<file path="config.mk">
export PLATFORM = sky130hd
export DESIGN_NAME = hazard_ctrl
export DESIGN_NICKNAME = d
export VERILOG_FILES = /design/src/rtl/hazard_pkg.sv /design/src/rtl/hazard_slot_pipe.sv /design/src/rtl/hazard_ctrl.sv
export SDC_FILE = /design/constraint.sdc
export NUM_CORES = 1
export LEC_CHECK = 0
export BUFFER_PORTS_ARGS = -buffer_cell sky130_fd_sc_hd__buf_2
export CAP_MARGIN = 0
export CORE_ASPECT_RATIO = 1.25
export CORE_MARGIN = 2
export CORE_UTILIZATION = 55
export DETAILED_ROUTE_END_ITERATION = 16
export PLACE_DENSITY = 0.79
export SLEW_MARGIN = 20
export SYNTH_ARGS = -nofsm -noshare
export SYNTH_HDL_FRONTEND = slang
export SYNTH_SLANG_ARGS = --single-unit
export TNS_END_PERCENT = 1
</file>
<file path="constraint.sdc">
create_clock -name clk -period 2.4 [get_ports clk]
set_input_delay 0 -clock clk [delete_from_list [all_inputs] [get_ports clk]]
set_output_delay 0 -clock clk [all_outputs]
set_load 0.05 [all_outputs]
</file>
<file path="src/rtl/hazard_pkg.sv">
// ---------------------------------------------------------------------------
// hazard_pkg
// Shared types and helpers for the 5-stage pipeline hazard controller.
//   fwd_sel_t : EX operand mux select (regfile / MEM aluRes / WB result)
//   hstate_t  : halt sequencer state
//   slot_t    : shadow copy of one in-flight instruction's register usage
// Slot address fields are SLOT_ADDR_W wide; the controller zero-extends its
// REG_ADDR_W addresses into them, so REG_ADDR_W must not exceed SLOT_ADDR_W.
// ---------------------------------------------------------------------------
package hazard_pkg;

    localparam int SLOT_ADDR_W = 8;

    typedef enum logic [1:0] {
        FWD_RF  = 2'b00,
        FWD_MEM = 2'b01,
        FWD_WB  = 2'b10
    } fwd_sel_t;

    typedef enum logic [1:0] {
        RUN    = 2'b00,
        DRAIN  = 2'b01,
        HALTED = 2'b10
    } hstate_t;

    typedef struct packed {
        logic                   valid;
        logic [SLOT_ADDR_W-1:0] rd;
        logic                   reg_write;
        logic                   is_load;
        logic [SLOT_ADDR_W-1:0] rs1;
        logic [SLOT_ADDR_W-1:0] rs2;
        logic                   use1;
        logic                   use2;
    } slot_t;

    // True when slot s is a live producer of register src that the
    // consumer actually reads.
    function automatic logic slot_writes(input slot_t                  s,
                                         input logic [SLOT_ADDR_W-1:0] src,
                                         input logic                   use_src);
        return s.valid & s.reg_write & (s.rd == src) & use_src;
    endfunction

    // Operand source for one EX-stage read; the younger MEM result wins.
    function automatic fwd_sel_t fwd_pick(input slot_t                  mem_s,
                                          input slot_t                  wb_s,
                                          input logic [SLOT_ADDR_W-1:0] src,
                                          input logic                   use_src);
        if (slot_writes(mem_s, src, use_src)) begin
            return FWD_MEM;
        end else if (slot_writes(wb_s, src, use_src)) begin
            return FWD_WB;
        end
        return FWD_RF;
    endfunction

endpackage

</file>
<file path="src/rtl/hazard_slot_pipe.sv">
// ---------------------------------------------------------------------------
// hazard_slot_pipe
// Three-deep shadow shift register (EX -> MEM -> WB) of instruction register
// usage. A new slot enters EX only on issue; otherwise a bubble enters.
// Ports:
//   clk, rst   : clock, synchronous active-high reset (all slots invalid)
//   i_issue    : ID instruction issues into EX this cycle
//   i_id_slot  : slot built from the ID-stage instruction
//   o_ex/o_mem/o_wb : current contents of the EX, MEM and WB slots
// ---------------------------------------------------------------------------
module hazard_slot_pipe
    import hazard_pkg::*;
(
    input  logic  clk,
    input  logic  rst,
    input  logic  i_issue,
    input  slot_t i_id_slot,
    output slot_t o_ex,
    output slot_t o_mem,
    output slot_t o_wb
);

    // [0]=EX, [1]=MEM, [2]=WB
    slot_t [2:0] r_stage;
    slot_t       w_ex_in;

    assign w_ex_in = i_issue ? i_id_slot : slot_t'('0);

    always_ff @(posedge clk) begin
        if (rst) begin
            r_stage <= '0;
        end else begin
            r_stage <= {r_stage[1], r_stage[0], w_ex_in};
        end
    end

    assign o_ex  = r_stage[0];
    assign o_mem = r_stage[1];
    assign o_wb  = r_stage[2];

endmodule

</file>
<file path="src/rtl/hazard_ctrl.sv">
// ---------------------------------------------------------------------------
// hazard_ctrl
// Pipeline control for the IF/ID/EX/MEM/WB core: RAW detection, optional EX
// forwarding, load-use stall, taken-branch flush, drained halt, and a
// saturating count of stalled cycles.
// Ports:
//   clk, rst                 : clock, synchronous active-high reset
//   id_valid .. id_halt      : decoded register usage of the ID instruction
//   ex_branch_taken          : EX resolves a taken branch/jump this cycle
//   stall_f, stall_d         : hold PC / hold IF/ID
//   flush_d, flush_e         : clear IF/ID / bubble into ID/EX
//   fwd_a, fwd_b             : EX operand selects (00 RF, 01 MEM, 10 WB)
//   halted                   : pipeline drained and stopped (registered)
//   stall_cycles             : saturating count of stall_d cycles (registered)
// ---------------------------------------------------------------------------
module hazard_ctrl
    import hazard_pkg::*;
#(
    parameter int REG_ADDR_W   = 4,
    parameter int FWD_EN       = 1,
    parameter int CNT_W        = 16,
    parameter int DRAIN_CYCLES = 3
) (
    input  logic                  clk,
    input  logic                  rst,
    input  logic                  id_valid,
    input  logic [REG_ADDR_W-1:0] id_rs1,
    input  logic [REG_ADDR_W-1:0] id_rs2,
    input  logic                  id_use_rs1,
    input  logic                  id_use_rs2,
    input  logic [REG_ADDR_W-1:0] id_rd,
    input  logic                  id_reg_write,
    input  logic                  id_is_load,
    input  logic                  id_halt,
    input  logic                  ex_branch_taken,
    output logic                  stall_f,
    output logic                  stall_d,
    output logic                  flush_d,
    output logic                  flush_e,
    output logic [1:0]            fwd_a,
    output logic [1:0]            fwd_b,
    output logic                  halted,
    output logic [CNT_W-1:0]      stall_cycles
);

    localparam int DCNT_W = (DRAIN_CYCLES < 2) ? 1 : $clog2(DRAIN_CYCLES + 1);

    slot_t      w_id_slot;
    slot_t      w_ex;
    slot_t      w_mem;
    slot_t      w_wb;
    slot_t      w_slot_arr [3];
    logic [2:0] w_src_hit;
    logic       w_load_use;
    logic       w_data_stall;

    hstate_t             r_state;
    hstate_t             w_state_next;
    logic [DCNT_W-1:0]   r_dcnt;
    logic [DCNT_W-1:0]   w_dcnt_next;
    logic                r_halted;
    logic [CNT_W-1:0]    r_stall_cnt;

    logic                w_stall;
    logic                w_flush_d;
    logic                w_flush_e;
    logic                w_issue;
    fwd_sel_t            w_fwd_a;
    fwd_sel_t            w_fwd_b;

    // ID instruction as it would appear in the EX slot once issued.
    always_comb begin
        w_id_slot           = '0;
        w_id_slot.valid     = 1'b1;
        w_id_slot.rd        = SLOT_ADDR_W'(id_rd);
        w_id_slot.reg_write = id_reg_write;
        w_id_slot.is_load   = id_is_load;
        w_id_slot.rs1       = SLOT_ADDR_W'(id_rs1);
        w_id_slot.rs2       = SLOT_ADDR_W'(id_rs2);
        w_id_slot.use1      = id_use_rs1;
        w_id_slot.use2      = id_use_rs2;
    end

    hazard_slot_pipe u_slot_pipe (
        .clk       (clk),
        .rst       (rst),
        .i_issue   (w_issue),
        .i_id_slot (w_id_slot),
        .o_ex      (w_ex),
        .o_mem     (w_mem),
        .o_wb      (w_wb)
    );

    assign w_slot_arr[0] = w_ex;
    assign w_slot_arr[1] = w_mem;
    assign w_slot_arr[2] = w_wb;

    // Per-slot: does this slot produce a register the ID instruction reads?
    generate
        for (genvar gi = 0; gi < 3; gi++) begin : g_hit
            assign w_src_hit[gi] =
                slot_writes(w_slot_arr[gi], w_id_slot.rs1, id_use_rs1) |
                slot_writes(w_slot_arr[gi], w_id_slot.rs2, id_use_rs2);
        end
    endgenerate

    assign w_load_use = w_src_hit[0] & w_ex.is_load;

    // Without forwarding the regfile is not write-through, so a producer
    // still in WB blocks the read just like one in EX or MEM.
    assign w_data_stall = id_valid & ((FWD_EN != 0) ? w_load_use : (|w_src_hit));

    // Control outputs and halt sequencer next state.
    always_comb begin
        w_stall      = 1'b0;
        w_flush_d    = 1'b0;
        w_flush_e    = 1'b0;
        w_issue      = 1'b0;
        w_state_next = r_state;
        w_dcnt_next  = r_dcnt;
        case (r_state)
            RUN: begin
                // A taken branch kills the ID instruction, so any stall it
                // would have caused is moot.
                if (ex_branch_taken) begin
                    w_flush_d = 1'b1;
                    w_flush_e = 1'b1;
                end else if (w_data_stall) begin
                    w_stall   = 1'b1;
                    w_flush_e = 1'b1;
                end
                w_issue = id_valid & ~w_stall & ~w_flush_e;
                if (w_issue && id_halt) begin
                    w_state_next = DRAIN;
                    w_dcnt_next  = DCNT_W'(DRAIN_CYCLES);
                end
            end
            DRAIN: begin
                w_stall   = 1'b1;
                w_flush_e = 1'b1;
                if ((r_dcnt == '0) || (r_dcnt == DCNT_W'(1))) begin
                    w_state_next = HALTED;
                end else begin
                    w_dcnt_next = r_dcnt - DCNT_W'(1);
                end
            end
            HALTED: begin
                w_stall   = 1'b1;
                w_flush_e = 1'b1;
            end
            default: begin
                w_state_next = RUN;
            end
        endcase
    end

    // Forwarding for the instruction currently in EX.
    always_comb begin
        w_fwd_a = FWD_RF;
        w_fwd_b = FWD_RF;
        if (FWD_EN != 0) begin
            w_fwd_a = fwd_pick(w_mem, w_wb, w_ex.rs1, w_ex.valid & w_ex.use1);
            w_fwd_b = fwd_pick(w_mem, w_wb, w_ex.rs2, w_ex.valid & w_ex.use2);
        end
    end

    always_ff @(posedge clk) begin
        if (rst) begin
            r_state     <= RUN;
            r_dcnt      <= '0;
            r_halted    <= 1'b0;
            r_stall_cnt <= '0;
        end else begin
            r_state  <= w_state_next;
            r_dcnt   <= w_dcnt_next;
            r_halted <= (w_state_next == HALTED);
            if (w_stall && (r_stall_cnt != '1)) begin
                r_stall_cnt <= r_stall_cnt + CNT_W'(1);
            end
        end
    end

    // Some slot fields only matter in particular stages or configurations.
    logic w_unused_bits;
    assign w_unused_bits = ^{w_ex, w_mem, w_wb};

    assign stall_f      = w_stall;
    assign stall_d      = w_stall;
    assign flush_d      = w_flush_d;
    assign flush_e      = w_flush_e;
    assign fwd_a        = w_fwd_a;
    assign fwd_b        = w_fwd_b;
    assign halted       = r_halted;
    assign stall_cycles = r_stall_cnt;

endmodule
</file>
==> flow_summary.ini, run 1 <==
[cells_and_area]
areaGrowthSynthToFinish_pct = 22.24
fin_nets = 360
drive_above_1_share = 0.2222
antenna_cells = 0

[global_route]
grt_pass1_vias = 2107
track_usage = 0.2276
grt_max_degree = 46
grt-ovfl-total = 0
grt_pass1_wl_um = 9101
grt_antenna_before_repair = 0

[die]
initial_core_util = 0.5642
std_cell_rows = 27
die_h_um = 78.75
die_w_um = 63.80
core_area_mm2 = 0.004358
ioPinCount = 46
die_area_mm2 = 0.005024

[sta]
finClkSkew_ns = 0.005644
min_period_ns = 2.092
hold_ws_ns = 0.05433
max_freq_mhz = 478.0
slew_headroom = 0.4710
tightest_slew_ns = 0.7935
rsz0062_at_grt = no
period_share = 0.8717
final-setup-viol-count = 0
maxSlewViolCount = 0
tns_ns = 0
hold_viol = 0

[clock_network]
cts_buffer_depth = 2
numClockSinks = 50
htreeDepth = 2
post_cts_buffers = 0
cts_buffers = 5
cts_root_buf = clkbuf_8
clkTransAtPathRegs_ns = 0.09
clock_latency_ns = 0.30
cts_tree = done

[critical_path]
critPathKind = input pin to flip-flop
critPathCaptureType = flip-flop
path_cells = dlygate4sd3_1, buf_2, xnor2_1, nand3_1, o22ai_2, a41oi_2, buf_4, nor4b_1, mux2_2
path_max_fanout = 20
cp-start-kind = input pin
critPathSlowestCell = dlygate4sd3_1
path_delay_family = buffers and inverters
cp.required_ns = 2.60
worst-path-buf-inv = 3
crit_arrival_ns = 2.29
max_stage_delay_ns = 0.54

[pwr]
peakVddDrop_uv = 487.4
p_per_area_mw_per_mm2 = 726.4
leakagePower_nw = 1.269

[synthesis]
syn_inst = 272
yosys-top-cells-count = dfxtp_1, nor2b_1, nor2_1
netlist_area_mm2 = 0.002459
synth_flop_cell = dfxtp_1
synthesis.nets = 300
synth.most_common_cell = dfxtp_1
synth-edff-count = 0
synthArstFlopShare = 0
synth_compound_area_frac = 0.07939
synthSimpleGateAreaFrac = 0.3048
yosys_warnings = 0
yosys.area.top_type_share = 0.4071
ys_types = 39
synth.avg_cell_area_um2 = 9.039
muxShareOfSynthArea = 0.05445
synth_top_family_by_area = simple AND/OR/NAND/NOR gates
synthAdderAreaFrac = 0.03562
synth_xor_area_frac = 0.08550
yosys.area.top_type = dfxtp_1
yosys-top-cells-area = dfxtp_1, xnor2_1, nor2b_1
ys_seq_elements = 50
ys_seq_area_frac = 0.4071

[detailed_routing]
drt_pass1_iterations = 4
wl_per_cell_um = 13.78
totalWireLength_um = 5389
first_iter_violations = 73
vias = 2156
via_per_inst = 5.514
remaining_drc_errors = 0
ant_nets = 0

[outcome]
outcome = complete, no violations

[placed_design]
io_buffers = 45
place.gp.congestion = 0.8556
dpl.hpwl_um = 3652

[worst_hold_path]
hold_path_class = input pin to flip-flop

[job]
maxCapViolations = 0
cell families after synthesis:
group | Yosys count
flip-flops | 50
AO/OA/AOI/OAI | 27
AND/OR/NAND/NOR | 134
adder cells (fa/ha/maj) | 7
buffers and inverters | 18
multiplexers | 12
XOR/XNOR | 24
flip-flops by register name (all words and copies together), names as in the netlist:
| name | cells |
|---|---|
| u_slot_pipe.o_mem | 6 |
| stall_cycles | 16 |
| u_slot_pipe.o_wb | 6 |
| r_dcnt | 2 |
| halted | 1 |
| r_state | 2 |
| u_slot_pipe.o_ex | 17 |
power breakdown:
| part | leakage [nW] | internal (mW) | switching (mW) |
|---|---|---|---|
| Combinational | 0.813 | 0.228 | 0.416 |
| Clock | 0.0504 | 0.310 | 0.284 |
| Sequential | 0.405 | 0.886 | 0.0589 |
| Total | 1.27 | 1.42 | 0.759 |
through the flow:
stage	total power, mW	worst slack [ns]	utilization	cell area (um^2)	std cells
5_1_grt	2.308	0.1454	0.6896	3005	391
6_report	2.183	0.3078	0.6896	3005	391
2_1_floorplan	1.455	0.06204	-	2459	272
3_3_place_gp	1.575	0.4350	0.6268	2731	367
3_5_place_dp	1.585	0.3646	0.6268	2731	367
4_1_cts	2.197	0.3219	0.6896	3005	391
final timing paths:
check | start | endpoint | slack (ns) | cells after the start
max | id_rs1[3] | stall_cycles[2] | 0.31 | 9
min | id_halt | halted | 0.05 | 3
max reg2reg | u_slot_pipe.o_ex[23] | stall_cycles[2] | 0.33 | 7
min reg2reg | u_slot_pipe.o_ex[19] | u_slot_pipe.o_mem[19] | 0.47 | 1
layout make-up:
class / count / area [um^2]
clock buffers: 5 / 68.82
clock inverters: 3 / 45.04
fillers: 335 / 1353
inverters: 5 / 18.77
multi-input cells: 204 / 1376
flip-flops and latches: 50 / 1001
well taps: 58 / 72.57
repair buffers: 66 / 422.9
cell usage in the layout (no fill, tap or decap), types with 10 or more instances in the layout:
cell type	n
and2_1	17
nand2_1	10
buf_2	45
nor4_1	11
nor2b_1	25
mux2_2	11
nor2_1	23
nand3_1	18
dlygate4sd3_1	16
dfxtp_1	50
xnor2_1	20
per-layer routing:
| metal | global-route usage | wire length, um | up-vias |
|---|---|---|---|
| met2 | 0.4292 | 2864 | 56 |
| met3 | 0.05099 | 195 | 11 |
| met1 | 0.2446 | 2210 | 1021 |
| li1 | - | - | 1068 |
| met5 | 0 | 0 | - |
| met4 | 0.08043 | 119 | 0 |
tightest hold or removal path, cell delays in order:
cell and delay (ns):
buf_2 0.10, a31o_2 0.13, a222oi_1 0.07
timing repair:
action                    CTS  global route
resized for setup           0             0
hold endpoints to repair   16             0
hold buffers               16             0
(Power assumes the default switching activity.)
==> run 2: changes to the inputs <==
CTS_BUF_LIST = sky130_fd_sc_hd__clkbuf_4   (was unset)
==> run 2 against run 1 <==
- wire length is 2.4% lower
- cell area is 0.37% lower
- clock power is 18% lower
- hold slack better by 0.16 ns
==> flow_summary.ini, run 2 (same netlist as run 1, synthesis figures left out) <==
[die]
die_h_um = 78.75
die_w_um = 63.80
initial_core_util = 0.5642
ioPinCount = 46
std_cell_rows = 27
core_area_mm2 = 0.004358
die_area_mm2 = 0.005024

[critical_path]
r2r-end = stall_cycles[3]
rr_startpoint = u_slot_pipe.o_ex[23]
cp-start-kind = flip-flop
critPathCaptureType = output port
rrSetupSlack_ns = 0.35
crit_arrival_ns = 2.12
cp.required_ns = 2.40
critPathKind = flip-flop to output port
max_stage_delay_ns = 0.44
path_max_fanout = 6
critPathSlowestCell = dfxtp_1
ff2ff_path_depth = 7
crit_path_start = u_slot_pipe.o_ex[28]
cp-endpoint = flush_e
path_cells = and3_1, nand3_1, o22ai_1, nand2_1, a211oi_1, buf_2

[detailed_routing]
first_iter_violations = 45
via_per_inst = 5.496
wl_per_cell_um = 13.38
remaining_drc_errors = 0
drt_pass1_iterations = 4
ant_nets = 0
totalWireLength_um = 5259
vias = 2160

[clock_network]
cts_tree = done
cts.repair.resized = 0
cts_buffer_depth = 2
cts_root_buf = clkbuf_4
clkTransAtPathRegs_ns = 0.14
numClockSinks = 50
htreeDepth = 2
cts_buffers = 5
clock_latency_ns = 0.37

[global_route]
grt_antenna_before_repair = 0
grt_pass1_wl_um = 9059
grt_pass1_vias = 2094
track_usage = 0.2275
grt-ovfl-total = 0
grt_max_degree = 46

[cells_and_area]
largest_register_ffs = 17
final_common_cell = dfxtp_1
drive_above_1_share = 0.2209
n_fill_cell = 341
layout_common_cells = dfxtp_1, buf_2, nor2b_1
fin_nets = 362
antenna_cells = 0
final_util = 0.6871
design_area_mm2 = 0.002994
areaGrowthSynthToFinish_pct = 21.78

[sta]
tns_ns = 0
period_share = 0.8833
max_freq_mhz = 471.7
final-setup-viol-count = 0
tightest_slew_ns = 0.7860
slew_headroom = 0.4760
min_period_ns = 2.120
maxSlewViolCount = 0
finClkSkew_ns = 0.007617
rsz0062_at_grt = no
hold_viol = 0

[placed_design]
dpl.hpwl_um = 3652
io_buffers = 45
place.gp.congestion = 0.8556
placed_cell_area_mm2 = 0.002731

[pwr]
p_per_area_mw_per_mm2 = 694.6
peakVddDrop_uv = 547.6
leakagePower_nw = 1.264

[outcome]
outcome = complete, no violations

[worst_hold_path]
hold_path_class = input pin to flip-flop
whs_path_depth = 2

[job]
maxCapViolations = 0
## run 2: cell types whose count changed in the layout (fill, tap and decap cells not counted)
cell,change
clkbuf_4,+5
dlygate4sd3_1,+2
clkbuf_8,-5
## run 2: how the worst min path moves through the flow
stage                     slack, ns                     to  startpoint
after CTS                      0.19   u_slot_pipe.o_wb[20]         rst
after floorplan                0.12    u_slot_pipe.o_ex[0]  id_use_rs2
final                          0.21   u_slot_pipe.o_wb[20]         rst
after global routing           0.24  u_slot_pipe.o_mem[19]         rst
after global placement         0.21   u_slot_pipe.o_ex[21]    id_rd[1]
after detailed placement       0.21   u_slot_pipe.o_ex[21]    id_rd[1]
## run 2: final cells by class
| cell class | count | area, um^2 | area share |
|---|---|---|---|
| multi-input cells | 204 | 1376 | 0.4597 |
| clock inverters | 3 | 45.04 | 0.01504 |
| flip-flops and latches | 50 | 1001 | 0.3343 |
| well taps | 58 | 72.57 | 0.02424 |
| clock buffers | 5 | 37.54 | 0.01254 |
| repair buffers | 68 | 442.9 | 0.1479 |
| inverters | 5 | 18.77 | 0.006268 |
## run 2: power by group
group / switching (mW) / internal [mW] / total [mW]
combinational: 0.415 / 0.230 / 0.645
sequential: 0.0591 / 0.887 / 0.946
clock: 0.270 / 0.219 / 0.489
total: 0.744 / 1.34 / 2.08
## run 2: repair_timing
action                                 4_1_cts  5_1_grt
buffers inserted                             0        0
endpoints found under the hold margin       18        0
hold buffers                                18        0
## run 2: metal layers
| layer | up-vias | track usage | wire length, um |
|---|---|---|---|
| met5 | - | 0 | 0 |
| met4 | 0 | 0.08696 | 129 |
| met3 | 10 | 0.04674 | 198 |
| met2 | 58 | 0.4302 | 2814 |
| met1 | 1014 | 0.2435 | 2118 |
| li1 | 1078 | - | - |
## run 2: through the flow
step / hold WS [ns] / cells / power (mW) / worst slack [ns]
after global routing: 0.2365 / 393 / 2.205 / 0.1474
after floorplan: 0.1217 / 272 / 1.455 / 0.06204
after CTS: 0.1859 / 393 / 2.097 / 0.2730
after detailed placement: 0.2098 / 367 / 1.585 / 0.3646
final: 0.2097 / 393 / 2.080 / 0.2801
after global placement: 0.2119 / 367 / 1.575 / 0.4350
## run 2: worst max-delay path, delay by kind of cell, from the launching register on
family | cells | cell delay [ns]
simple gates | 3 | 0.52
buf+inv | 1 | 0.30
flops | 1 | 0.44
compound gates | 2 | 0.49
